[config.mk]
export PLATFORM = sky130hd
export DESIGN_NAME = uart_tx_drain_flat
export DESIGN_NICKNAME = d
export VERILOG_FILES = /design/src/rtl/uart_tx_drain_if.sv /design/src/rtl/uart_tx_drain.sv /design/src/flat_wrapper.sv
export SDC_FILE = /design/constraint.sdc
export NUM_CORES = 1
export LEC_CHECK = 0
export CORE_MARGIN = 8
export CORE_UTILIZATION = 64
export CTS_BUF_LIST = sky130_fd_sc_hd__clkbuf_8
export CTS_CLUSTER_SIZE = 16
export DETAILED_ROUTE_END_ITERATION = 10
export PLACE_DENSITY_LB_ADDON = 0.1
export SLEW_MARGIN = 30
export SYNTH_ARGS = -nofsm -noshare
export SYNTH_HDL_FRONTEND = slang
export SYNTH_SLANG_ARGS = --single-unit
[constraint.sdc]
create_clock -name clk -period 5.8 [get_ports clk]
set_input_delay 0.58 -clock clk [delete_from_list [all_inputs] [get_ports clk]]
set_output_delay 0.58 -clock clk [all_outputs]
set_load 0.02 [all_outputs]
[src/rtl/uart_tx_drain_if.sv]
// FIFO-to-transmitter bundle for uart_tx_drain.
//   fifo_empty  FIFO empty flag (FIFO -> tx)
//   fifo_rdata  FIFO head byte, valid while fifo_empty=0 (FIFO -> tx)
//   fifo_rd     pop strobe, one cycle per byte (tx -> FIFO)
//   tx          serial line to the pin, idle high
//   tx_busy     frame in progress
//   tx_done     one-cycle pulse after the stop bit
// slave is the transmitter side, master is the FIFO/pin environment.
interface uart_tx_drain_if;
    logic       fifo_empty;
    logic [7:0] fifo_rdata;
    logic       fifo_rd;
    logic       tx;
    logic       tx_busy;
    logic       tx_done;

    modport slave  (input  fifo_empty, fifo_rdata,
                    output fifo_rd, tx, tx_busy, tx_done);
    modport master (output fifo_empty, fifo_rdata,
                    input  fifo_rd, tx, tx_busy, tx_done);
endinterface

[src/rtl/uart_tx_drain.sv]
// 8N1 UART transmitter that drains a byte FIFO, LSB first.
// Pops a byte whenever the FIFO is non-empty and the transmitter is idle;
// bit timing comes from an internal tick divider and a 16x oversample count.
// Ports:
//   clk   system clock (rising edge)
//   rst   synchronous active-high reset
//   bus   uart_tx_drain_if.slave: fifo_empty/fifo_rdata in,
//         fifo_rd (combinational), tx/tx_busy/tx_done (registered) out
module uart_tx_drain #(
    parameter int CLKS_PER_TICK = 651,
    parameter int OVERSAMPLE    = 16
) (
    input  logic clk,
    input  logic rst,
    uart_tx_drain_if.slave bus
);

    localparam int TW = (CLKS_PER_TICK > 1) ? $clog2(CLKS_PER_TICK) : 1;
    localparam logic [TW-1:0] TICK_LAST = TW'(CLKS_PER_TICK - 1);
    localparam logic [3:0]    OS_LAST   = 4'(OVERSAMPLE - 1);

    typedef enum logic [1:0] {IDLE, START, DATA, STOP} state_t;

    state_t        state;
    logic [TW-1:0] tick_cnt;
    logic [3:0]    os_cnt;
    logic [2:0]    bit_cnt;
    logic [7:0]    shreg;
    logic          tx_q;
    logic          busy_q;
    logic          done_q;
    logic          tick;
    logic          bit_end;

    assign tick    = (tick_cnt == TICK_LAST);
    assign bit_end = tick && (os_cnt == OS_LAST);

    // Zero-latency pop: the FIFO head is latched on the same edge the
    // FIFO advances its read pointer.
    assign bus.fifo_rd = (state == IDLE) && !bus.fifo_empty && !rst;

    assign bus.tx      = tx_q;
    assign bus.tx_busy = busy_q;
    assign bus.tx_done = done_q;

    always_ff @(posedge clk) begin
        if (rst) begin
            state    <= IDLE;
            tick_cnt <= '0;
            os_cnt   <= '0;
            bit_cnt  <= '0;
            shreg    <= '0;
            tx_q     <= 1'b1;
            busy_q   <= 1'b0;
            done_q   <= 1'b0;
        end else begin
            done_q <= 1'b0;
            if (state == IDLE) begin
                tick_cnt <= '0;
                os_cnt   <= '0;
                if (bus.fifo_rd) begin
                    shreg   <= bus.fifo_rdata;
                    bit_cnt <= '0;
                    state   <= START;
                    tx_q    <= 1'b0;
                    busy_q  <= 1'b1;
                end
            end else begin
                tick_cnt <= tick ? '0 : tick_cnt + 1'b1;
                if (tick)
                    os_cnt <= (os_cnt == OS_LAST) ? 4'd0 : os_cnt + 4'd1;
                if (bit_end) begin
                    case (state)
                        START: begin
                            state <= DATA;
                            tx_q  <= shreg[0];
                        end
                        DATA: begin
                            // shreg[1] is the next bit once this shift lands
                            shreg   <= {1'b0, shreg[7:1]};
                            bit_cnt <= bit_cnt + 3'd1;
                            if (bit_cnt == 3'd7) begin
                                state <= STOP;
                                tx_q  <= 1'b1;
                            end else begin
                                tx_q  <= shreg[1];
                            end
                        end
                        STOP: begin
                            state  <= IDLE;
                            tx_q   <= 1'b1;
                            busy_q <= 1'b0;
                            done_q <= 1'b1;
                        end
                        default: ;
                    endcase
                end
            end
        end
    end

endmodule
[src/flat_wrapper.sv]
// flat-port wrapper written by rule: the top's interface ports become plain ports
module uart_tx_drain_flat 
#(
    parameter int CLKS_PER_TICK = 651,
    parameter int OVERSAMPLE    = 16
)
  (clk, rst, bus_fifo_empty, bus_fifo_rdata, bus_fifo_rd, bus_tx, bus_tx_busy, bus_tx_done);
  uart_tx_drain_if bus_i ();
  input  logic clk;
  input  logic rst;
  input wire logic [$bits(bus_i.fifo_empty)-1:0] bus_fifo_empty;
  input wire logic [$bits(bus_i.fifo_rdata)-1:0] bus_fifo_rdata;
  output wire logic [$bits(bus_i.fifo_rd)-1:0] bus_fifo_rd;
  output wire logic [$bits(bus_i.tx)-1:0] bus_tx;
  output wire logic [$bits(bus_i.tx_busy)-1:0] bus_tx_busy;
  output wire logic [$bits(bus_i.tx_done)-1:0] bus_tx_done;
  assign bus_i.fifo_empty = bus_fifo_empty;
  assign bus_i.fifo_rdata = bus_fifo_rdata;
  assign bus_fifo_rd = bus_i.fifo_rd;
  assign bus_tx = bus_i.tx;
  assign bus_tx_busy = bus_i.tx_busy;
  assign bus_tx_done = bus_i.tx_done;
  uart_tx_drain #(.CLKS_PER_TICK(CLKS_PER_TICK), .OVERSAMPLE(OVERSAMPLE)) u_core (.clk(clk), .rst(rst), .bus(bus_i));
endmodule
# Yosys cells after proc, flatten, opt, wreduce, memory -nomap -nowiden
# Cells that the tools add are included.
# W data, S select, Z words.
# totals
ff_bits,30
in_bits,11
output_inout_bits,4
wordCells,61
# classes
addsub,3
eq_ne,8
muxes,24
n_bitwise,1
n_reduce_logical,17
# op_table
op,n
$mux W8,4
$mux W3,4
$add A10 B1 Y10 const B,1
$eq A10 B10 Y1 const B,1
$mux W1,9
$reduce_and A3 Y1,3
$mux W2,4
$pmux W2 S3,1
$reduce_bool A2 Y1,3
$reduce_or A3 Y1,2
$add A4 B1 Y4 const B,1
$eq A2 B2 Y1 const B,2
$eq A4 B4 Y1 const B,1
$mux W4,1
$reduce_and A4 Y1,1
$reduce_bool A4 Y1,1
$add A3 B1 Y3 const B,1
$eq A3 B3 Y1 const B,1
$logic_and A1 B1 Y1,3
$ne A3 B1 Y1 const B,1
$pmux W1 S3,1
$eq A2 B1 Y1 const B,1
$logic_not A1 Y1,2
$logic_not A2 Y1,1
3 further kinds,3

# Depth between registers and ports, before layout
# logic_depth
ltp_word,5
mapped_depth,8
mapped_depth_nobuf,6

# Least setup slack after synthesis
# OpenSTA, ideal clock, no wires.
# synth_path
kind,input to register
startpoint,input port bus_fifo_empty
endpoint,register u_core.shreg[7]
setup_time_ns,0.117
t_arrival_ns,2.221
required_ns,5.683
setup_slack_ns,3.462
path_stages,5
path_buffers,1
path_cell_list,clkbuf_1 -> nor3b_1 -> a21oi_1 -> o21bai_1 -> a32o_1
# synth_via
elab_chain_len,5
# synth_rtl
item,line_no,text
from (decl),flat_wrapper.sv:11,input wire logic [$bits(bus_i.fifo_empty)-1:0] bus_fifo_empty;
$logic_not A1 Y1,uart_tx_drain.sv:40,assign bus.fifo_rd = (state == IDLE) && !bus.fifo_empty && !rst;
$logic_and A1 B1 Y1 (2 in series),uart_tx_drain.sv:40,
net bus_fifo_rd,flat_wrapper.sv:13,output wire logic [$bits(bus_i.fifo_rd)-1:0] bus_fifo_rd;
$ne A2 B2 Y1 (no line),n/a,
$reduce_and A3 Y1 (no line),n/a,
to (signal assigned),uart_tx_drain.sv:62,shreg <= bus.fifo_rdata;
to (signal assigned),uart_tx_drain.sv:80,"shreg <= {1'b0, shreg[7:1]};"
to (decl),uart_tx_drain.sv:28,logic [7:0] shreg;
# The timed path passes the listed nets, and every way through them passes these cells.
# A chain may end at the register's enable or synchronous reset.

# Worst setup path in the final report
# layout_path
startpoint,input port rst
endpoint,output port bus_fifo_rd
# layout_via
elab_chain_len,2
# layout_rtl
item,line_no,text
from (decl),flat_wrapper.sv:10,input logic rst;
$logic_not A1 Y1,uart_tx_drain.sv:40,
$logic_and A1 B1 Y1,uart_tx_drain.sv:40,
to (decl),flat_wrapper.sv:13,
# Every way passes these cells.

==> summary.txt <==
clk buf depth: 2
Seq/Total Area, Yosys: 35.5%
dominant cells by area after synthesis: dfxtp_1 (36%), ha_1 (6.7%), mux2_2 (5.3%)
commonest cells in the netlist: dfxtp_1 (30), nor2_1 (24), nand2_1 (10)
CTS tree: done
CTS Buf Count: 5
initial antenna violation count: 0
clk_skew: 0.00540 ns
hold depth: 1
setup TNS: 0 ns
port bufs: 14
first drt pass iteration count: 4
total wire length: 3700 um
Startpoint Class: input port
Die Ht: 67.4 um
CTS Sinks: 30
Initial Util: 67.6%
Sw Ratio: 28.4%
status: complete, no violations
Syn Area/Cell: 8.71 sq um
GP Congestion: 0.793
yosys warns: 0
register bit total from synthesis: 30
Hold Crit Endpoint: u_core.tick_cnt[0]$_SDFF_PP0_
cts repair resizes: 0
Clk Latency, worst-skew pair: 0.28 ns
Layout area overhead: 13.3%
Slew @ Worst Pin: 0.708 ns
share of cells above drive strength 1: 12.2%
DRC violations left: 0
drt wl/cell: 15.8 um
row count: 18
dominant cell by count in the synthesized netlist: dfxtp_1
Post-synth EDFFs: 0
Antenna Nets Post-Route: 0
drt via density: 6.30
final period utilization: 57.3%
Flop pwr share: 46.7%
Net Switching: 140 uW
clock root buffer: clkbuf_8
H-tree depth: 2
DR vias: 1,481
max_cap viols: 0
Slew HR: 52.7%
P_int: 354 uW
post-synth top area share: 35.5%
CP arrival: 2.74 ns
Net Count, Synth: 214
final setup fails: 0
global-route wire length before repair: 6220 um
CP Max Fanout: 15
Final nets: 226
post-DP HPWL: 2560 um
reg2reg setup slack: 3.33 ns
Die W: 67.4 um
vias in the first global route: 1,467
Initial DRC Count: 123
Synth area leader: dfxtp_1
Leakage: 0.000747 uW
worst min path class: flip-flop to flip-flop
commonest register cell after synthesis: dfxtp_1
gr ovfl total: 0
distinct cell type count after synthesis: 43
Mapped Area: 1690 sq um
DIE AREA: 4540 sq um
IO Count: 15
critical path type: input port to output pin
CTS Hold Buffers Added: 0
largest net degree at the start of global routing: 22
peak supply drop: 0.203 mV
setup bufs post-CTS: 0
Mapped Cells: 194
Fmax achieved: 301 MHz
pins over their slew limit: 0
Final Hold Viols: 0
core box area: 2500 sq um
Reg-to-Reg Start: u_core.state[0]$_SDFFE_PP0P_
Hold Slack: 0.462 ns
Final Critical Period: 3.32 ns
Reg2Reg Depth: 6
worst r2r dst: u_core.shreg[7]$_SDFFE_PP0P_
Comb pwr share: 19.7%
asr flop ratio synth: 0%
CP Data Required Time: 5.22 ns
clock power share: 33.6%
Clk pin slew, worst setup/hold paths: 0.06 ns
total track usage: 17.6%
hold_sp: u_core.tick_cnt[0]$_SDFF_PP0_
diode count: 0
power density cells: 258 nW/um^2
Crit. End Element: output pin
RSZ-0062 raised after global routing: no
==> worst max-delay path, cell delays in order <==
cell	delay (ns)
clkdlybuf4s50_1	0.70
nor3b_1	0.72
clkdlybuf4s50_1	0.73
==> state kept, by name, indices dropped and copies added, names as in the netlist <==
name,flops
u_core.tick_cnt,10
u_core.shreg,8
u_core.bus.tx_done,1
u_core.state,2
u_core.bus.tx,1
u_core.bus.tx_busy,1
u_core.bit_cnt,3
u_core.os_cnt,4
==> how the worst max path moves through the flow <==
stage / from / end / slack [ns] / depth (start not counted)
6_report: rst / bus_fifo_rd / 2.48 / 3
5_1_grt: u_core.state[1]$_SDFFE_PP0P_ / bus_fifo_rd / 2.36 / 4
4_1_cts: rst / bus_fifo_rd / 2.54 / 3
3_5_place_dp: rst / bus_fifo_rd / 2.54 / 3
3_3_place_gp: rst / bus_fifo_rd / 2.59 / 3
2_1_floorplan: bus_fifo_empty / u_core.shreg[7]$_SDFFE_PP0P_ / 3.46 / 5
==> routing by layer <==
metal | GRT usage, % | vias to the layer above | wire, um
li1 | - | 721 | -
met1 | 19.1 | 719 | 1600
met2 | 30.2 | 32 | 1830
met3 | 4.64 | 9 | 211
met4 | 10.2 | 0 | 65
met5 | 0 | - | 0
==> per-stage QoR <==
step           setup WS [ns]  total power [uW]  utilization [%]  instances  instance area [sq um]
6_report                2.48               494             76.6        235                   1920
5_1_grt                 2.36               516             76.6        235                   1920
4_1_cts                 2.54               495             76.4        235                   1910
3_5_place_dp            2.54               331             73.1        229                   1830
3_3_place_gp            2.59               327             73.1        229                   1830
2_1_floorplan           3.46               304                -        194                   1690
==> power by group through the flow <==
stage	clock network (uW)	logic, uW	registers (uW)
6_report	166	97.5	231
5_1_grt	176	107	232
4_1_cts	167	96.8	230
3_5_place_dp	0	96.3	235
3_3_place_gp	0	93.1	234
2_1_floorplan	0	70.3	233
==> layout by cell type (no fill, tap or decap), drive strengths merged, types with 8 or more instances in the layout <==
master         netlist  final
a21oi                9      9
and3                 8      8
nor3                 8      8
inv                  8      8
ha                   9      9
clkdlybuf4s50        0     14
nand3                9      9
dfxtp               30     30
mux2                 8      8
nor2                24     24
nand2               10     10
nor3b                8      8
==> layout make-up <==
type	count	area (sq um)
clock buffers	6	82.6
well taps	30	37.5
repair buffers	14	140
multi-input cells	147	1020
fillers	189	584
flip-flops and latches	30	601
inverters	8	30.0
==> cell families (layout without fill, tap and decap cells) <==
family                     count (synthesis)  in the layout  synth area share (%)
buffers and inverters                     17             28                  4.22
xor gates and xnor gates                  11             11                  5.70
DFF                                       30             30                  35.5
AOI/OAI and AO/OA                         30             30                  12.0
adders and majority gates                  9              9                  6.66
muxes                                     10             10                  6.51
and+or+nand+nor                           87             87                  29.4
(Power assumes the default switching activity.)
==> patch 1: new RTL, same settings <==
`CLKS_PER_TICK` is set to 651 in 2 places; all go to 325.
--- a/src/rtl/uart_tx_drain.sv
+++ b/src/rtl/uart_tx_drain.sv
@@ -9,3 +9,3 @@
 module uart_tx_drain #(
-    parameter int CLKS_PER_TICK = 651,
+    parameter int CLKS_PER_TICK = 325,
     parameter int OVERSAMPLE    = 16
--- a/src/flat_wrapper.sv
+++ b/src/flat_wrapper.sv
@@ -3,3 +3,3 @@
 #(
-    parameter int CLKS_PER_TICK = 651,
+    parameter int CLKS_PER_TICK = 325,
     parameter int OVERSAMPLE    = 16
Behaviour: same outputs for any inputs over 10 cycles, from zero or initial values and one cycle with rst high; that may be too few to reach the edited logic, so the function may still have changed.
==> patch 1 against the original RTL <==
Wire length down 14%; power down 11%; die area down 8.2%; critical path depth up 1; utilization up 2.0 points; sequential cell count down 1; first-iteration DRC count down 51%; largest cell class unchanged; synthesized cell count down 15%; via count down 14%; final area down 9.1%; worst setup slack worse by 0.042 ns; area after synthesis down 11%.
==> patch 1: results (changes against the original RTL) <==
----------------------------------------------------
[Outcome]
  Status ... finished, final reports clean

[Power and ir drop]
  Leakage dissipation ... 0.689 nW (-7.7%)

[Yosys]
  Largest cells by area after synthesis ... dfxtp_1 38%, ha_1 7.5%, a211oi_2 5.8%
  Complex-gate fraction of the synthesized area ... 20.3% (+8.3 points)
  Post-Syn Instances ... 164 (-15%)
  Synth cell types ... 40 (-7.0%)
  Most frequent cells after synthesis ... 29 x dfxtp_1, 20 x nor2_1, 15 x a21oi_1, 10 x inv_1, 10 x nand2_1
  Xor and xnor area share after synthesis ... 4.64% (-1.1 points)
  Syn_nets ... 184 (-14%)

[STA]
  Tightest Pin Transition ... 0.773 ns (+0.0644 ns)

[Final layout]
  Nets@finish ... 199 (-12%)
  Non-filler cells, final ... 208 (-11%)

[Detailed routing]
  Met2 routed wirelength ... 1580 um (-13%)
  Detailed-routed wire length on met3 ... 203 um (-3.8%)
  1st-pass router iterations ... 6 (+2)
  First-iteration detailed-routing DRC count ... 60 (-51%)

[Placed design]
  Half-perimeter wire length of the detailed placement result ... 2290 um (-11%)
  Worst-case setup slack after placement ... 2.45 ns (-0.0925 ns)

[Global routing]
  All-Layer GR Usage ... 16.1% (-1.4 points)
  Grt met3 use ... 6.19% (+1.5 points)
  Global routing usage on met2 ... 27.8% (-2.4 points)
  Met1 layer usage reported by global route ... 16.4% (-2.7 points)
  Via count of the first global-routing pass ... 1256 (-14%)

[Critical path]
  Max Fanout on Critical Path ... 18 (+3)

[Worst hold path]
  Worst Hold Launch ... u_core.bit_cnt[2]
  Worst hold path stage count ... 2 (+1)

----------------------------------------------------
patch 1: power breakdown:
| group | total [mW] | switching [mW] | internal (mW) |
|---|---|---|---|
| logic | 0.0665 | 0.0375 | 0.0290 |
| clock network | 0.162 | 0.0798 | 0.0825 |
| registers | 0.212 | 0.00509 | 0.207 |
patch 1: how the worst max path moves through the flow:
stage               start           to  slack [ns]  cells past startpoint
global route          rst  bus_fifo_rd        2.38                      4
finish                rst  bus_fifo_rd        2.43                      4
detailed placement    rst  bus_fifo_rd        2.45                      4
global placement      rst  bus_fifo_rd        2.48                      4
CTS                   rst  bus_fifo_rd        2.44                      4
floorplan             rst  bus_fifo_rd        3.78                      3
patch 1: layout make-up:
type | instances | area, um2
inverter | 10 | 37.5
clock inverter | 3 | 17.5
tap | 28 | 35.0
timing repair buffer | 14 | 140
multi-input combinational | 119 | 861
sequential | 29 | 581
fill | 162 | 472
clock buffer | 5 | 68.8
==> patch 2: new RTL, same settings <==
Without the edit above. Re-encode `state_t` (4 states) as one-hot, 4 bits wide.
--- a/src/rtl/uart_tx_drain.sv
+++ b/src/rtl/uart_tx_drain.sv
@@ -21,3 +21,3 @@
 
-    typedef enum logic [1:0] {IDLE, START, DATA, STOP} state_t;
+    typedef enum logic [3:0] {IDLE = 4'b0001, START = 4'b0010, DATA = 4'b0100, STOP = 4'b1000} state_t;
 
Behaviour: same outputs for any inputs over 10 cycles, from zero or initial values and one cycle with rst high; not proved beyond that.
==> patch 2 against the original RTL <==
Worst setup slack improved by 0.25 ns; critical path depth did not move; power rose by 1.1%; sequential cell count rose by 2; wire length fell by 12%; global-route usage fell by 1.5 points; clock power rose by 4%; clock skew barely moved; combinational power fell by 15%; die area fell by 6.8%; final area fell by 7.1%; area after synthesis fell by 8.9%; count of clock-buffer cells in the layout did not move; sequential share of layout area rose by 4.7 points.
==> patch 2: results (changes against the original RTL) <==
----------------------------------------------------
[Global routing]
  Global routing usage on met2 ... 27.8% (-2.4 points)
  Maximum number of pins on one net before global-route repair ... 23 (+4.5%)
  First-pass GRT wire length ... 5430 um (-13%)
  Grt met3 use ... 5.33% (+0.69 points)
  GRT Residual Overflow ... 0 (unchanged)
  Via count of the first global-routing pass ... 1266 (-14%)
  Number of antenna violations at the first check in global routing ... 0 (unchanged)
  All-Layer GR Usage ... 16.1% (-1.5 points)
  Met1 layer usage reported by global route ... 17.0% (-2.1 points)

[Outcome]
  Status ... finished, final reports clean

[STA]
  Relative max-transition margin ... 46.8% (-5.9 points)
  Setup skew after layout ... 0.00579 ns (+0.000392 ns)

[Yosys]
  Largest cells by area after synthesis ... dfxtp_1 42%, nor2_1 6.6%, nand2_1 6.1%
  Most frequent cells after synthesis ... 32 x dfxtp_1, 27 x nor2_1, 25 x nand2_1, 9 x xor2_1, 8 x a311oi_1
  Synth cell types ... 39 (-9.3%)
  Async S/R FF share, synth ... 0% (unchanged)
  Dominant register cell in the synthesized netlist ... dfxtp_1
  Sequential cell area fraction in the yosys report ... 41.6% (+6.1 points)
  Yosys warning total ... 0 (unchanged)
  Mean instance size in the synthesized netlist ... 8.51 um2 (-2.3%)
  Syn_nets ... 197 (-7.9%)

[Clocking]
  Buffer cell driving the clock tree root ... clkbuf_8
  Clk slew on worst S/H paths ... 0.06 ns (about the same)
  Count of instances resized after the clock tree is built ... 0 (unchanged)
  CTS Buf Count ... 5 (unchanged)
  Clock Tree Buf Depth ... 2 (unchanged)
  # H-tree levels ... 2 (unchanged)

[Power and ir drop]
  Leakage dissipation ... 0.683 nW (-8.5%)
  Worst IR drop on VDD ... 0.241 mV (+19%)
  Switching part of the total power ... 28.1% (-0.29 points)

[Critical path]
  Max Fanout on Critical Path ... 22 (+7)
  Arrival time of the worst setup path ... 2.49 ns (-0.25 ns)

[Placed design]
  Port Buf Inserts ... 14 (unchanged)
  Half-perimeter wire length of the detailed placement result ... 2360 um (-7.8%)
  Placer congestion estimate ... 0.911 (+15%)
  Placed Area ... 1690 um2 (-7.5%)
  Worst-case setup slack after placement ... 2.73 ns (+0.186 ns)

[Detailed routing]
  Detailed-routed wire length on met3 ... 183 um (-13%)
  First-iteration detailed-routing DRC count ... 97 (-21%)
  1st-pass router iterations ... 4 (unchanged)
  Routed wire per std cell ... 14.7 um (-6.5%)
  Remaining antenna violation count after routing ... 0 (unchanged)
  Highest routed metal layer ... met4
  Met2 routed wirelength ... 1670 um (-8.7%)
  Overall routed net length ... 3270 um (-12%)
  Met1 Routed Length ... 1360 um (-15%)
  Vias per Instance ... 5.92 (-6.0%)

[Final layout]
  Largest reg by FF count ... u_core.tick_cnt
  Antenna fix cells ... 0 (unchanged)
  Nets@finish ... 209 (-7.5%)
  Fill cells ... 153 (-19%)
  Layout cell share with drive strength beyond 1 ... 6.70% (-5.5 points)
  Biggest regs ... u_core.tick_cnt x10, u_core.shreg x8

[Worst hold path]
  Type of the tightest min-delay check ... register to register

[Run]
  Maxcap violations ... 0 (unchanged)

----------------------------------------------------
-- patch 2: power groups by stage --
stage                     sequential (mW)  clock (mW)  combinational [mW]
after detailed placement            0.249           0              0.0824
after CTS                           0.244       0.175              0.0831
after global routing                0.247       0.186              0.0915
final                               0.244       0.172              0.0830
after global placement              0.248           0              0.0779
after floorplan                     0.245           0              0.0616
-- patch 2: kinds of logic (layout without fill, tap and decap cells) --
group | count (synthesis) | after routing | synth area share (%)
and+or+nand+nor | 89 | 89 | 29.2
DFF | 32 | 32 | 41.6
AOI/OAI and AO/OA | 31 | 31 | 14.5
xor gates and xnor gates | 12 | 12 | 6.82
buffers and inverters | 11 | 24 | 3.17
adders and majority gates | 5 | 5 | 4.06
muxes | 1 | 1 | 0.650
-- patch 2: cell type report --
cell class,count,area (um2),share of cell area [%]
sequential,32,641,36.0
clock buffer,6,82.6,4.64
inverter,2,7.51,0.422
tap,28,35.0,1.97
multi-input combinational,138,866,48.7
clock inverter,2,7.51,0.422
timing repair buffer,14,140,7.88
-- patch 2: worst max-delay path: stages --
cell and delay (ns):
clkdlybuf4s50_1 0.81, nor3_4 0.43, clkdlybuf4s50_1 0.67
-- patch 2: path summary, 6_finish.rpt --
| kind | startpoint | end | slack (ns) | cells past startpoint |
|---|---|---|---|---|
| max reg2reg | u_core.state[1] | u_core.bus.tx | 3.74 | 5 |
| max | rst | bus_fifo_rd | 2.73 | 3 |
| min reg2reg | u_core.tick_cnt[0] | u_core.tick_cnt[0] | 0.47 | 1 |
| min | u_core.tick_cnt[0] | u_core.tick_cnt[0] | 0.47 | 1 |
